$ cat src/rtl/spi_cmd_sequencer_pkg.sv
// Shared opcodes, FSM encodings and status-byte layout for the SPI command sequencer.
package spi_cmd_sequencer_pkg;

   localparam logic [7:0] OP_NOP       = 8'h00;
   localparam logic [7:0] OP_WRITE_IMG = 8'h01;
   localparam logic [7:0] OP_READ_IMG  = 8'h02;
   localparam logic [7:0] OP_PROCESS   = 8'h03;
   localparam logic [7:0] OP_STATUS    = 8'h04;
   localparam logic [7:0] OP_ABORT     = 8'h05;
   localparam logic [7:0] OP_CLR_ERR   = 8'h06;

   typedef enum logic [3:0] {
      S_IDLE,
      S_WRITE,
      S_RD_ADDR,
      S_RD_WAIT,
      S_RD_PUSH,
      S_RD_GUARD,
      S_PROC,
      S_ST_PUSH
   } seq_state_e;

   typedef enum logic [1:0] {
      P_IDLE,
      P_WAIT,
      P_GUARD
   } push_state_e;

   localparam int STAT_READY_BIT = 0;
   localparam int STAT_BUSY_BIT  = 1;
   localparam int STAT_ERR_BIT   = 2;

   function automatic logic [7:0] status_byte(input logic err, input logic busy_prev);
      logic [7:0] b;
      b                 = 8'h00;
      b[STAT_READY_BIT] = 1'b1;
      b[STAT_BUSY_BIT]  = busy_prev;
      b[STAT_ERR_BIT]   = err;
      return b;
   endfunction

   function automatic logic is_known_op(input logic [7:0] op);
      return (op <= OP_CLR_ERR);
   endfunction

endpackage

$ cat src/rtl/spi_cmd_sequencer_tx_byte_pusher.sv
// Holds one byte for the host return buffer, waits for tx_free, pulses tx_valid and
// then idles one guard cycle so the buffer's tx_free has time to fall.
module tx_byte_pusher
   import spi_cmd_sequencer_pkg::*;
(
   input  logic        clk,
   input  logic        rst,
   input  logic        load,
   input  logic [7:0]  load_data,
   input  logic        abort,
   input  logic        tx_free,
   output logic [7:0]  tx_data,
   output logic        tx_valid,
   output push_state_e dbg_state
);

   push_state_e p_state_q, p_state_d;
   logic [7:0]  byte_q, byte_d;

   always_ff @(posedge clk or posedge rst) begin
      if (rst) begin
         p_state_q <= P_IDLE;
         byte_q    <= 8'h00;
      end else begin
         p_state_q <= p_state_d;
         byte_q    <= byte_d;
      end
   end

   always_comb begin
      p_state_d = p_state_q;
      byte_d    = byte_q;
      tx_valid  = 1'b0;
      tx_data   = 8'h00;
      case (p_state_q)
         P_WAIT: begin
            if (abort) begin
               p_state_d = P_IDLE;
            end else if (tx_free) begin
               tx_valid  = 1'b1;
               tx_data   = byte_q;
               p_state_d = P_GUARD;
            end
         end
         P_GUARD: p_state_d = P_IDLE;
         default: ;
      endcase
      // A load during the guard cycle is fine: tx_free is first sampled one cycle later.
      if (load) begin
         byte_d    = load_data;
         p_state_d = P_WAIT;
      end
   end

   assign dbg_state = p_state_q;

endmodule

$ cat src/rtl/spi_cmd_sequencer.sv
// Decodes host command bytes and sequences image write, read-back and processing,
// owning the pixel memory port except while the engine holds it.
module spi_cmd_sequencer
   import spi_cmd_sequencer_pkg::*;
#(
   parameter int ADDR_W   = 12,
   parameter int IMG_SIZE = 4096
) (
   input  logic              clk,
   input  logic              rst,
   input  logic [7:0]        in_cmd,
   input  logic              in_cmd_valid,
   input  logic [7:0]        in_data,
   input  logic              in_data_valid,
   output logic [7:0]        tx_data,
   output logic              tx_valid,
   input  logic              tx_free,
   output logic [ADDR_W-1:0] mem_addr,
   output logic [7:0]        mem_wdata,
   output logic              mem_we,
   input  logic [7:0]        mem_rdata,
   output logic              proc_start,
   input  logic              proc_done,
   output logic              mem_grant_engine,
   output logic              busy,
   output logic              err,
   output seq_state_e        dbg_state,
   output push_state_e       dbg_push_state
);

   // Handshakes: in_cmd_valid, in_data_valid, tx_valid and proc_start/proc_done are
   // single-cycle strobes with no back-pressure; tx_free is the only flow control.
   localparam logic [ADDR_W:0] LAST_IDX = (ADDR_W+1)'(IMG_SIZE - 1);
   localparam logic [ADDR_W:0] CNT_ONE  = (ADDR_W+1)'(1);

   seq_state_e      state_q, state_d;
   logic [ADDR_W:0] cnt_q, cnt_d;
   logic            err_q, err_d;
   logic            pend_q, pend_d;
   logic            proc_start_q, proc_start_d;

   logic            busy_int;
   logic            cmd_status, cmd_clr, cmd_abort, cmd_bad_busy;
   logic            err_set, err_clr;
   logic            push_load, push_abort;
   logic [7:0]      push_data;
   logic            push_tx_valid;

   assign busy_int     = (state_q != S_IDLE);
   assign cmd_status   = in_cmd_valid && (in_cmd == OP_STATUS);
   assign cmd_clr      = in_cmd_valid && (in_cmd == OP_CLR_ERR);
   assign cmd_abort    = in_cmd_valid && (in_cmd == OP_ABORT) && busy_int && (state_q != S_PROC);
   assign cmd_bad_busy = in_cmd_valid && busy_int &&
                         !(in_cmd inside {OP_ABORT, OP_STATUS, OP_CLR_ERR});

   always_ff @(posedge clk or posedge rst) begin
      if (rst) begin
         state_q      <= S_IDLE;
         cnt_q        <= '0;
         err_q        <= 1'b0;
         pend_q       <= 1'b0;
         proc_start_q <= 1'b0;
      end else begin
         state_q      <= state_d;
         cnt_q        <= cnt_d;
         err_q        <= err_d;
         pend_q       <= pend_d;
         proc_start_q <= proc_start_d;
      end
   end

   always_comb begin
      state_d      = state_q;
      cnt_d        = cnt_q;
      pend_d       = pend_q;
      proc_start_d = 1'b0;
      err_set      = 1'b0;
      err_clr      = 1'b0;
      mem_we       = 1'b0;
      mem_wdata    = 8'h00;
      push_load    = 1'b0;
      push_data    = 8'h00;
      push_abort   = 1'b0;

      case (state_q)
         S_IDLE: begin
            if (in_cmd_valid && (in_cmd == OP_WRITE_IMG)) begin
               cnt_d   = '0;
               state_d = S_WRITE;
            end else if (in_cmd_valid && (in_cmd == OP_READ_IMG)) begin
               cnt_d   = '0;
               state_d = S_RD_ADDR;
            end else if (in_cmd_valid && (in_cmd == OP_PROCESS)) begin
               proc_start_d = 1'b1;
               state_d      = S_PROC;
            end else if (cmd_status || pend_q) begin
               // A queued request reports that we were busy when it arrived.
               push_load = 1'b1;
               push_data = status_byte(err_q, pend_q && !cmd_status);
               pend_d    = 1'b0;
               state_d   = S_ST_PUSH;
            end
         end
         S_WRITE: begin
            if (in_data_valid) begin
               mem_we    = 1'b1;
               mem_wdata = in_data;
               if (cnt_q == LAST_IDX) state_d = S_IDLE;
               else                   cnt_d   = cnt_q + CNT_ONE;
            end
         end
         S_RD_ADDR: state_d = S_RD_WAIT;
         S_RD_WAIT: begin
            push_load = 1'b1;
            push_data = mem_rdata;
            state_d   = S_RD_PUSH;
         end
         S_RD_PUSH: if (push_tx_valid) state_d = S_RD_GUARD;
         S_RD_GUARD: begin
            if (cnt_q == LAST_IDX) begin
               state_d = S_IDLE;
            end else begin
               cnt_d   = cnt_q + CNT_ONE;
               state_d = S_RD_ADDR;
            end
         end
         S_PROC:    if (proc_done) state_d = S_IDLE;
         S_ST_PUSH: if (push_tx_valid) state_d = S_IDLE;
         default:   state_d = S_IDLE;
      endcase

      // Commands are evaluated after any same-cycle data byte has been written.
      if (in_data_valid && (state_q != S_WRITE)) err_set = 1'b1;
      if (in_cmd_valid && !is_known_op(in_cmd)) err_set = 1'b1;
      if (cmd_bad_busy) err_set = 1'b1;
      if (cmd_status && busy_int) pend_d = 1'b1;
      if (cmd_clr) err_clr = 1'b1;
      if (cmd_abort) begin
         state_d    = S_IDLE;
         push_abort = 1'b1;
         push_load  = 1'b0;
      end
      err_d = (err_q && !err_clr) || err_set;
   end

   tx_byte_pusher u_pusher (
      .clk       (clk),
      .rst       (rst),
      .load      (push_load),
      .load_data (push_data),
      .abort     (push_abort),
      .tx_free   (tx_free),
      .tx_data   (tx_data),
      .tx_valid  (push_tx_valid),
      .dbg_state (dbg_push_state)
   );

   assign tx_valid         = push_tx_valid;
   assign mem_addr         = cnt_q[ADDR_W-1:0];
   assign proc_start       = proc_start_q;
   assign mem_grant_engine = (state_q == S_PROC);
   assign busy             = busy_int;
   assign err              = err_q;
   assign dbg_state        = state_q;

endmodule

$ cat config.mk
export PLATFORM = sky130hd
export DESIGN_NAME = spi_cmd_sequencer
export DESIGN_NICKNAME = d
export VERILOG_FILES = /design/src/rtl/spi_cmd_sequencer_pkg.sv /design/src/rtl/spi_cmd_sequencer_tx_byte_pusher.sv /design/src/rtl/spi_cmd_sequencer.sv
export SDC_FILE = /design/constraint.sdc
export NUM_CORES = 1
export LEC_CHECK = 0
export ABC_AREA = 0
export CAP_MARGIN = 10
export CORE_UTILIZATION = 50
export CTS_CLUSTER_SIZE = 16
export DETAILED_ROUTE_END_ITERATION = 16
export DONT_BUFFER_PORTS = 1
export PLACE_DENSITY = 0.62
export SETUP_SLACK_MARGIN = 0.4
export SYNTH_ARGS = -nofsm -noshare
export SYNTH_HDL_FRONTEND = slang
export SYNTH_HIERARCHICAL = 1
export SYNTH_SLANG_ARGS = --single-unit
$ cat constraint.sdc
create_clock -name clk -period 4.6 [get_ports clk]
set_input_delay 0.23 -clock clk [delete_from_list [all_inputs] [get_ports clk]]
set_output_delay 0.23 -clock clk [all_outputs]
set_load 0.05 [all_outputs]
==> results.toml, run 1 <==
[outcome]
run_status = "finished with violations"
violated_checks = "hold timing"

[detailed_routing]
drc_violations_left = 0
routed_via_density = 6.37
drt-pass1-iter-count = 4
antenna_left = 0
wirelength_um = 4610
wire_per_inst_um = 17.7
vias = 1657
drtIter0Drc = 100

[power_and_ir_drop]
p_per_area_nw_per_um2 = 564
vdd_ir_drop_max_mv = 0.361
cellLeakagePower_nw = 0.883
total_power_mw = 1.16

[timing]
holdWs_ns = -0.0200
fmax_mhz = 292
tightest_slew_ns = 1.09
hold_viol = 19
final_min_period_over_clock_period_pct = 74.5
rsz0062_at_grt = "false"
report.final.slew_viol_count = 0
totalNegativeSetupSlack_ns = 0
fin_crit_ns = 3.43
remaining_max_slew_budget_at_the_tightest_pin_pct = 27.3
worst_setup_skew_after_layout_ns = 0.00694
finalSetupViolCount = 0

[global_route]
grt_pass1_wl_um = 7230
grt_overflow = 0
grt_max_degree = 21
via_count_of_the_first_global_routing_pass = 1526
combined_global_route_utilization_of_all_metal_layers_pct = 21.8
initial_antenna_violation_count = 0

[floorplanning]
dieHeight_um = 66.2
die_area_um2 = 4380
ios = 70
floorplan.initialDensity_pct = 54.2
rows = 22
core_area_um2 = 3800
die_x_um = 66.2

[place]
buffers_added_on_ports = 0
gp_congestion = 0.821
detailedPlacementHpwl_um = 3500

[logic_synthesis]
main_synth_ff_type = "sky130_fd_sc_hd__dfrtp_1"
mappedNetlistNets = 258
synth-edff-count = 0
synth_seq_area_share_pct = 35.2
post_synth_main_area_contributors = "sky130_fd_sc_hd__dfrtp_1 (35%), sky130_fd_sc_hd__and2_1 (6.1%), sky130_fd_sc_hd__buf_4 (4.7%)"
post_syn_instances = 227
ys_seq_elements = 29
synthDistinctLibCells = 56
mean_syn_cell_area_um2 = 9.08
netlist.area_leader.share_pct = 35.2
yosysWarnings = 6
post-synth-top-area-cell = "sky130_fd_sc_hd__dfrtp_1"
async_reset_ff_share_pct = 100
syn-cell-area_um2 = 2060

[setup_path]
worst-path-max-fanout = 13
rr_startpoint = "dbg_state[1]$_DFFE_PP0P_"
crit_type = "reg -> reg"
worstPathRequired_ns = 4.77
worst_ep_arrival_time_ns = 3.59
worstSetupStartpointType = "register"
timing.critical_path.to_type = "register"
worstSetupStartpoint = "dbg_state[1]$_DFFE_PP0P_"

[cts]
buffer_cell_driving_the_clock_tree_root = "sky130_fd_sc_hd__clkbuf_8"
worst_skew_pair.late_latency_ns = 0.27
clk_transition_reported_paths_ns = 0.06
number_of_buffers_added_by_the_clock_tree_synthesis_step = 5
tritoncts = "built"
clkSinkCount = 29
htree_levels = 2
cts_buffer_depth = 2

[run]
cap_violations = 0

[min_path]
hold_path.class = "in -> async"

[final_layout]
final_layout_size_suffix_gt1_share_pct = 14.2
layout.cells.most_common_list = "sky130_fd_sc_hd__dfrtp_1 (29), sky130_fd_sc_hd__and2_1 (20), sky130_fd_sc_hd__a21oi_1 (17), sky130_fd_sc_hd__nand2_1 (15), sky130_fd_sc_hd__nor2_1 (11)"
multi_input_gate_area_um2 = 1140
flow.area_growth_from_synthesis_pct = -0.0605
nNetsFinal = 243
num_antenna_cells = 0
ff_latch_area_um2 = 726
fillCellCount = 347
most_frequent_standard_cell_in_the_layout_excluding_fill_and_tap_cells = "sky130_fd_sc_hd__dfrtp_1"
## power breakdown
| group | switching, mW | internal [mW] | total, mW |
|---|---|---|---|
| clock network | 0.0905 | 0.118 | 0.209 |
| registers | 0.206 | 0.318 | 0.525 |
| logic | 0.267 | 0.162 | 0.428 |
| total | 0.564 | 0.599 | 1.16 |
## state kept, by name (all words and copies together), names as in the netlist
| signal | flops |
|---|---|
| u_pusher/byte_q | 8 |
| err | 1 |
| pend_q | 1 |
| cnt_q | 13 |
| dbg_state | 3 |
| u_pusher/dbg_state | 2 |
| proc_start | 1 |
## worst max-delay path, cell delays in order (launching register included)
cell and delay (ns):
sky130_fd_sc_hd__dfrtp_1 0.89, sky130_fd_sc_hd__nor3_4 0.13, sky130_fd_sc_hd__inv_2 0.30, sky130_fd_sc_hd__nand3_1 0.16, sky130_fd_sc_hd__nor3_1 0.57, sky130_fd_sc_hd__and4bb_1 0.40, sky130_fd_sc_hd__nand4b_1 0.25, sky130_fd_sc_hd__o311ai_1 0.22
sky130_fd_sc_hd__nor3b_1 0.13, sky130_fd_sc_hd__o32ai_1 0.25
## per-layer routing
metal	share of wire (%)	vias up	global-route usage (%)
li1	-	787	-
met1	43	805	24.9
met2	50	58	39.2
met3	6.5	7	6.90
met4	0.63	0	4.79
met5	0	-	0
## layout make-up
class | count | share of cell area [%]
Multi-Input combinational cell | 166 | 55.2
Timing Repair Buffer | 3 | 1.22
Sequential cell | 29 | 35.2
Clock buffer | 7 | 4.19
Tap cell | 48 | 2.92
Inverter | 7 | 1.28
## synth_stat cells (all sizes together) (3+ instances only)
| master | number |
|---|---|
| dfrtp | 29 |
| and2 | 25 |
| buf | 23 |
| a21oi | 18 |
| nand2 | 15 |
| nor2 | 11 |
| nand3 | 10 |
| o31ai | 10 |
| mux2 | 8 |
| o21ai | 8 |
| or4 | 8 |
| inv | 7 |
| nor3 | 5 |
| and4 | 4 |
| nand4 | 4 |
| and3 | 3 |
| or2 | 3 |
## cell families (layout without fill, tap and decap cells)
| family | Yosys count | after routing | share of synthesized area [%] |
|---|---|---|---|
| flops | 29 | 29 | 35.2 |
| mux | 9 | 9 | 4.86 |
| fa+ha+maj | 1 | 1 | 0.607 |
| xor+xnor | 1 | 1 | 0.425 |
| buf+inv | 32 | 17 | 9.65 |
| simple gates | 103 | 103 | 32.3 |
| other cells | 1 | 1 | 0.182 |
| compound gates | 51 | 51 | 16.8 |
## metrics by stage
stage	setup WS [ns]	util, %	instances	hold slack, ns	cell area (um^2)
global placement	1.40	51.7	252	0.103	1960
detailed placement	1.25	51.7	252	0.109	1960
global route	1.01	54.2	260	0.0408	2060
CTS	1.24	54.2	260	0.0156	2060
finish	1.17	54.2	260	-0.0200	2060
floorplan	1.36	-	227	0.0702	2060
## worst paths after layout
kind	endpoint	slack [ns]	depth (start not counted)
setup / recovery	dbg_state[1]$_DFFE_PP0P_	1.17	9
setup reg to reg	dbg_state[1]$_DFFE_PP0P_	1.17	9
max in group asynchronous	u_pusher/byte_q[3]$_DFFE_PP0P_	3.94	2
hold reg to reg	u_pusher/byte_q[4]$_DFFE_PP0P_	0.50	1
min in group clk	dbg_state[1]$_DFFE_PP0P_	0.06	1
hold / removal	cnt_q[12]$_DFFE_PP0P_	-0.02	1
## what timing repair did
item | 4_1_cts | 5_1_grt
endpoints found under the hold margin | 10 | 0
hold buffers | 1 | 0
buffers inserted | 0 | 0
gates resized for setup | 0 | 0
No activity file was read; power rests on OpenSTA's default activity.
==> run 2: changes to the inputs <==
- ABC_AREA: 0 -> 1
- PLACE_DENSITY: 0.62 -> 0.65
- clock period: 4.6 -> 2.84 ns (I/O delays scaled with it)
==> run 2 against run 1 <==
  * The run now ends clean
  * Largest cell class unchanged
  * Non-clock buffer count grew 35
  * Die area grew 3.5%
  * Count of clock-buffer cells in the layout shrank 1
  * Worst hold slack gained 0.074 ns
  * Combinational power grew to 2.6 times the previous value
  * Sequential cell count is the same
  * Via count grew 17%
  * Setup slack lost 0.65 ns
  * Clock skew is essentially flat
  * Register-to-register slack lost 0.51 ns
==> results.toml, run 2 <==
[logic_synthesis]
post_synth_main_area_contributors = "sky130_fd_sc_hd__dfrtp_1 (34%), sky130_fd_sc_hd__nand2_1 (15%), sky130_fd_sc_hd__inv_1 (8.6%)"
synthXorXnorAreaFrac_pct = 3.69
yosysWarnings = 6
synth-edff-count = 0
synth.cells.most_frequent = "sky130_fd_sc_hd__nand2_1 (88), sky130_fd_sc_hd__inv_1 (49), sky130_fd_sc_hd__nor2_1 (49)"
yosys-mux-area-fraction_pct = 0
syn-cell-area_um2 = 2130
combinational_family_with_the_most_area_after_synthesis = "simple AND/OR/NAND/NOR gates"
mappedNetlistNets = 352
netlist.area_leader.share_pct = 34.0
post-synth-top-count-cell = "sky130_fd_sc_hd__nand2_1"
ys_seq_elements = 29
post_syn_instances = 321
async_reset_ff_share_pct = 100
mean_syn_cell_area_um2 = 6.65
synth_seq_area_share_pct = 34.0
main_synth_ff_type = "sky130_fd_sc_hd__dfrtp_1"
synthDistinctLibCells = 35
post-synth-top-area-cell = "sky130_fd_sc_hd__dfrtp_1"
synth_compound_gate_area_share_pct = 8.32
synth_fa_ha_area_share_pct = 0.586
synth_simple_gate_area_share_pct = 37.2

[setup_path]
r2r.worst_path.cells = 18
worstSetupStartpointType = "register"
timing.critical_path.to_type = "output port"
worst-path-max-fanout = 7
crit_type = "reg -> out"
worstPathRequired_ns = 2.70
r2r-end = "dbg_state[0]$_DFFE_PP0P_"
worst_ep_arrival_time_ns = 2.17
crit_end = "tx_data[5]"
rr_startpoint = "dbg_state[0]$_DFFE_PP0P_"
r2r_setup_slack_ns = 0.66
worstSetupStartpoint = "dbg_state[0]$_DFFE_PP0P_"

[timing]
finalSetupViolCount = 0
rsz0062_at_grt = "true"
remaining_max_slew_budget_at_the_tightest_pin_pct = 47.3
totalNegativeSetupSlack_ns = 0
hold_viol = 0
fmax_mhz = 432
worst_setup_skew_after_layout_ns = 0.00727
report.final.slew_viol_count = 0
tightest_slew_ns = 0.790
final_min_period_over_clock_period_pct = 81.5
fin_crit_ns = 2.31

[global_route]
global_route.peak_usage_layer = "met2"
grt_pass1_wl_um = 7390
grt.met3_usage_pct = 7.77
grt_overflow = 0
grt_use_met2_pct = 33.8
met1_usage_pct = 27.6
via_count_of_the_first_global_routing_pass = 1684
combined_global_route_utilization_of_all_metal_layers_pct = 21.9
grt_max_degree = 20
initial_antenna_violation_count = 0

[cts]
cts_buffer_depth = 2
worst_skew_pair.late_latency_ns = 0.29
htree_levels = 2
tritoncts = "built"
number_of_buffers_added_by_the_clock_tree_synthesis_step = 5
clkSinkCount = 29
buffer_cell_driving_the_clock_tree_root = "sky130_fd_sc_hd__clkbuf_8"
clk_transition_reported_paths_ns = 0.07

[final_layout]
layout.cells.most_common_list = "sky130_fd_sc_hd__nand2_1 (85), sky130_fd_sc_hd__nor2_1 (48), sky130_fd_sc_hd__inv_1 (47), sky130_fd_sc_hd__buf_4 (35), sky130_fd_sc_hd__dfrtp_1 (26)"
final-instance-count-excl-fill = 400
num_antenna_cells = 0
largest_register_ffs = 13
nNetsFinal = 380
largest_register = "cnt_q"
final_layout_size_suffix_gt1_share_pct = 22.3
most_frequent_standard_cell_in_the_layout_excluding_fill_and_tap_cells = "sky130_fd_sc_hd__nand2_1"
fillCellCount = 413
flow.area_growth_from_synthesis_pct = 15.6
post-route-util_pct = 60.8

[place]
gp_congestion = 0.849
detailedPlacementHpwl_um = 3480
buffers_added_on_ports = 0
dp.cells = 386

[floorplanning]
rows = 23
core_area_um2 = 4060
ios = 70
die_x_um = 67.3
floorplan.initialDensity_pct = 52.6
dieHeight_um = 67.3
die_area_um2 = 4530

[power_and_ir_drop]
cellLeakagePower_nw = 1.28
vdd_ir_drop_max_mv = 0.576
p_per_area_nw_per_um2 = 841
total_power_mw = 2.07

[run]
cap_violations = 0

[detailed_routing]
antenna_left = 0
wirelength_um = 4580
drt-pass1-iter-count = 4
drtIter0Drc = 134
drc_violations_left = 0
vias = 1938
routed_via_density = 4.85
wire_per_inst_um = 11.4

[min_path]
hold_path.class = "in -> reg"

[outcome]
run_status = "finished clean"
-- run 2: kinds of logic after synthesis --
| kind of cell | Yosys count |
|---|---|
| other | 1 |
| buffers and inverters | 73 |
| AND/OR/NAND/NOR | 178 |
| adder cells (fa/ha/maj) | 1 |
| XOR/XNOR | 9 |
| AO/OA/AOI/OAI | 30 |
| flip-flops | 29 |
-- run 2: per-stage QoR --
step                      setup slack, ns  area, um^2  hold slack, ns
after detailed placement            0.397        2310          0.0374
after CTS                           0.462        2420          0.0446
after floorplan                     0.465        2140         -0.0178
after global routing                0.391        2470          0.0772
final                               0.526        2470          0.0542
after global placement              0.479        2310          0.0280
-- run 2: timing repair --
action	CTS	global route
pin swaps	1	3
setup endpoints to repair	3	5
hold buffers	2	0
resized for setup	0	9
setup buffers	1	3
hold endpoints to repair	30	0
-- run 2: how the worst min path moves through the flow --
stage	start	end	slack, ns	cells after the start
after detailed placement	rst	u_pusher/byte_q[7]$_DFFE_PP0P_	0.04	1
after global placement	rst	u_pusher/byte_q[7]$_DFFE_PP0P_	0.03	1
final	in_data_valid	err$_DFF_PP0_	0.05	2
after CTS	in_data_valid	err$_DFF_PP0_	0.04	2
after floorplan	rst	u_pusher/byte_q[0]$_DFFE_PP0P_	-0.02	1
after global routing	in_cmd[1]	proc_start$_DFF_PP0_	0.08	2
-- run 2: area by class of cell --
class                           instances  area (um^2)  area share, %
Inverter                               56          219           8.87
Clock inverter                          2         10.0          0.406
Multi-Input combinational cell        219         1080           43.8
Clock buffer                            6         72.6           2.94
Tap cell                               50         62.6           2.54
Sequential cell                        29          729           29.6
Timing Repair Buffer                   38          294           11.9
-- run 2: power by group --
group	switching (mW)	internal (mW)	leakage (nW)
Combinational	0.788	0.313	0.847
Clock	0.170	0.170	0.0450
Sequential	0.131	0.502	0.387
-- run 2: metal layers --
layer | share of wire (%) | vias to the layer above | routed length [um]
met4 | 1.6 | 0 | 72
li1 | - | 1021 | -
met1 | 48 | 835 | 2200
met2 | 42 | 74 | 1940
met5 | 0 | - | 0
met3 | 7.9 | 8 | 363
-- run 2: worst max-delay path, cell delays in order, from the launching register on --
cell and delay [ns]:
sky130_fd_sc_hd__dfrtp_2 0.53, sky130_fd_sc_hd__inv_2 0.11, sky130_fd_sc_hd__nand2_2 0.08, sky130_fd_sc_hd__nor2_4 0.12
sky130_fd_sc_hd__clkinv_4 0.16, sky130_fd_sc_hd__nand4_1 0.13, sky130_fd_sc_hd__inv_1 0.08, sky130_fd_sc_hd__inv_2 0.08
sky130_fd_sc_hd__nand3_4 0.09, sky130_fd_sc_hd__buf_4 0.17, sky130_fd_sc_hd__nor2_1 0.11, sky130_fd_sc_hd__buf_4 0.21
==> run 3: changes to the inputs <==
- clock period: 2.84 -> 2 ns (I/O delays scaled with it)
==> run 3 against run 2 <==
  * Power rose by 97%
  * Critical path type unchanged
  * First-iteration DRC count grew 78%
  * Sequential share of layout area is 7.4 points lower
  * Global-route usage is 4.2 points higher
  * Via count rose by 24%
  * The flow now finishes with violations (setup timing)
==> results.toml, run 3 (synthesis results as in run 2) <==
[outcome]
run_status = "finished with violations"
violated_checks = "setup timing"

[place]
dp.cells = 397
buffers_added_on_ports = 0
placed_cell_area_um2 = 2570
detailedPlacementHpwl_um = 3720
gp_congestion = 0.840

[floorplanning]
dieHeight_um = 67.3
rows = 23
floorplan.initialDensity_pct = 52.6
core_area_um2 = 4060
die_x_um = 67.3
ios = 70
die_area_um2 = 4530

[final_layout]
fillCellCount = 234
most_frequent_standard_cell_in_the_layout_excluding_fill_and_tap_cells = "sky130_fd_sc_hd__nand2_1"
num_antenna_cells = 0
largest_register_ffs = 13
stdcell_area_um2 = 3290
final-instance-count-excl-fill = 441
flow.area_growth_from_synthesis_pct = 54.0
largest_register = "cnt_q"
layout.cells.most_common_list = "sky130_fd_sc_hd__nand2_1 (75), sky130_fd_sc_hd__inv_1 (45), sky130_fd_sc_hd__buf_4 (42), sky130_fd_sc_hd__nor2_1 (29), sky130_fd_sc_hd__dfrtp_1 (26)"
final_layout_size_suffix_gt1_share_pct = 41.2
nNetsFinal = 421

[detailed_routing]
vias = 2394
drc_violations_left = 0
drt-pass1-iter-count = 5
drtIter0Drc = 238
routed_via_density = 5.43
antenna_left = 0
wirelength_um = 6690
wire_per_inst_um = 15.2

[timing]
rsz0062_at_grt = "true"
report.final.slew_viol_count = 0
finalSetupViolCount = 2
hold_viol = 0
layout_setup_ws_ns = -0.0365
remaining_max_slew_budget_at_the_tightest_pin_pct = 47.1
worst_setup_skew_after_layout_ns = 0.00909
tightest_slew_ns = 0.792
fmax_mhz = 491
fin_crit_ns = 2.04
final_min_period_over_clock_period_pct = 102

[cts]
cts_buffer_depth = 2
buffer_cell_driving_the_clock_tree_root = "sky130_fd_sc_hd__clkbuf_8"
number_of_buffers_added_by_the_clock_tree_synthesis_step = 5
worst_skew_pair.late_latency_ns = 0.29
clk_transition_reported_paths_ns = 0.07
tritoncts = "built"
htree_levels = 2
clkSinkCount = 29

[power_and_ir_drop]
p_per_area_nw_per_um2 = 1240
cellLeakagePower_nw = 1.64
total_power_mw = 4.08
vdd_ir_drop_max_mv = 0.986

[min_path]
min_delay_worst_endpoint = "err$_DFF_PP0_"
holdCritStartpoint = "in_cmd_valid"
hold_path.class = "in -> reg"
min_delay_path_depth = 2

[setup_path]
rr_startpoint = "dbg_state[1]$_DFFE_PP0P_"
cp.buffers_inverters = 7
r2r.worst_path.cells = 18
worstPathRequired_ns = 1.90
r2r-end = "dbg_state[0]$_DFFE_PP0P_"
worst_ep_arrival_time_ns = 1.94
worstSetupStartpointType = "register"
crit_type = "reg -> out"
largest_delay_share_family_worst_path = "buffers and inverters"
r2r_setup_slack_ns = 0.01
critPathMaxStageDelay_ns = 0.44
timing.critical_path.to_type = "output port"
crit_slowest_cell = "sky130_fd_sc_hd__dfrtp_2"
worst-path-max-fanout = 4
crit_chain = "nand2_2 -> inv_2 -> nand2_2 -> nand4_1 -> inv_1 -> inv_2 -> nand3_4 -> clkinvlp_4 -> buf_4 -> buf_4 -> buf_8"

[global_route]
initial_antenna_violation_count = 0
via_count_of_the_first_global_routing_pass = 1955
grt_max_degree = 20
grt_overflow = 0
grt_pass1_wl_um = 8800
combined_global_route_utilization_of_all_metal_layers_pct = 26.1

[run]
cap_violations = 0
[run 3: changes by cell type in the layout (fill, tap and decap cells not counted), moves of 6 or more]
cell and change:
sky130_fd_sc_hd__nor2_1 -19, sky130_fd_sc_hd__nor2_4 +14, sky130_fd_sc_hd__buf_6 +13, sky130_fd_sc_hd__buf_12 +10, sky130_fd_sc_hd__nand2_1 -10, sky130_fd_sc_hd__nor2_2 +8, sky130_fd_sc_hd__o21ai_0 -8, sky130_fd_sc_hd__buf_4 +7
sky130_fd_sc_hd__buf_8 +6
[run 3: cell type report]
class | instances | area, um^2 | share of cell area, %
Multi-Input combinational cell | 222 | 1340 | 40.7
Timing Repair Buffer | 76 | 826 | 25.1
Sequential cell | 29 | 729 | 22.2
Inverter | 56 | 231 | 7.04
Clock buffer | 7 | 96.3 | 2.93
Tap cell | 50 | 62.6 | 1.90
Clock inverter | 1 | 5.00 | 0.152
[run 3: timing repair]
item,CTS,global route
pin swaps,9,13
resized for setup,58,34
hold buffers,3,0
endpoints found under the setup margin,42,44
gates cloned,1,3
hold endpoints to repair,31,0
setup buffers,14,15
[run 3: how the worst max path moves through the flow]
stage,start,endpoint,slack (ns),cells past startpoint
after global placement,dbg_state[1]$_DFFE_PP0P_,u_pusher/dbg_state[0]$_DFFE_PP0P_,0.17,13
after floorplan,dbg_state[0]$_DFFE_PP0P_,dbg_state[2]$_DFFE_PP0P_,-0.29,18
after global routing,dbg_state[1]$_DFFE_PP0P_,dbg_state[0]$_DFFE_PP0P_,-0.16,18
after CTS,dbg_state[1]$_DFFE_PP0P_,tx_data[5],0.09,11
final,dbg_state[1]$_DFFE_PP0P_,tx_valid,-0.04,11
after detailed placement,dbg_state[1]$_DFFE_PP0P_,dbg_state[2]$_DFFE_PP0P_,0.11,18
[run 3: per-stage QoR]
| stage | hold WS [ns] | setup TNS [ns] | setup slack [ns] | utilization (%) |
|---|---|---|---|---|
| floorplan | -0.0598 | -2.11 | -0.293 | - |
| global placement | -0.0105 | 0 | 0.173 | 63.5 |
| detailed placement | -0.00902 | 0 | 0.108 | 63.5 |
| CTS | 0.0191 | 0 | 0.0911 | 74.5 |
| global route | 0.0406 | -1.05 | -0.164 | 81.0 |
| finish | 0.0335 | -0.0368 | -0.0365 | 81.0 |
[run 3: power by group]
group | switching (mW) | internal (mW)
sequential | 0.0984 | 0.715
combinational | 1.69 | 1.01
clock | 0.254 | 0.311
total | 2.04 | 2.04
[run 3: per-layer routing]
layer / part of all wire (%) / vias to the layer above / global-route usage [%] / wire length [um]
li1: - / 1111 / - / -
met1: 37 / 1104 / 32.9 / 2510
met2: 50 / 151 / 42.5 / 3340
met3: 9.7 / 28 / 6.93 / 651
met4: 2.9 / 0 / 9.31 / 194
met5: 0 / - / 0 / 0
[run 3: worst register-to-register path: cells and delay by family, from the launching register on]
| family | cells | cell delay [ns] |
|---|---|---|
| AOI/OAI and AO/OA | 1 | 0.09 |
| DFF | 1 | 0.44 |
| and+or+nand+nor | 12 | 0.95 |
| buffers and inverters | 5 | 0.38 |
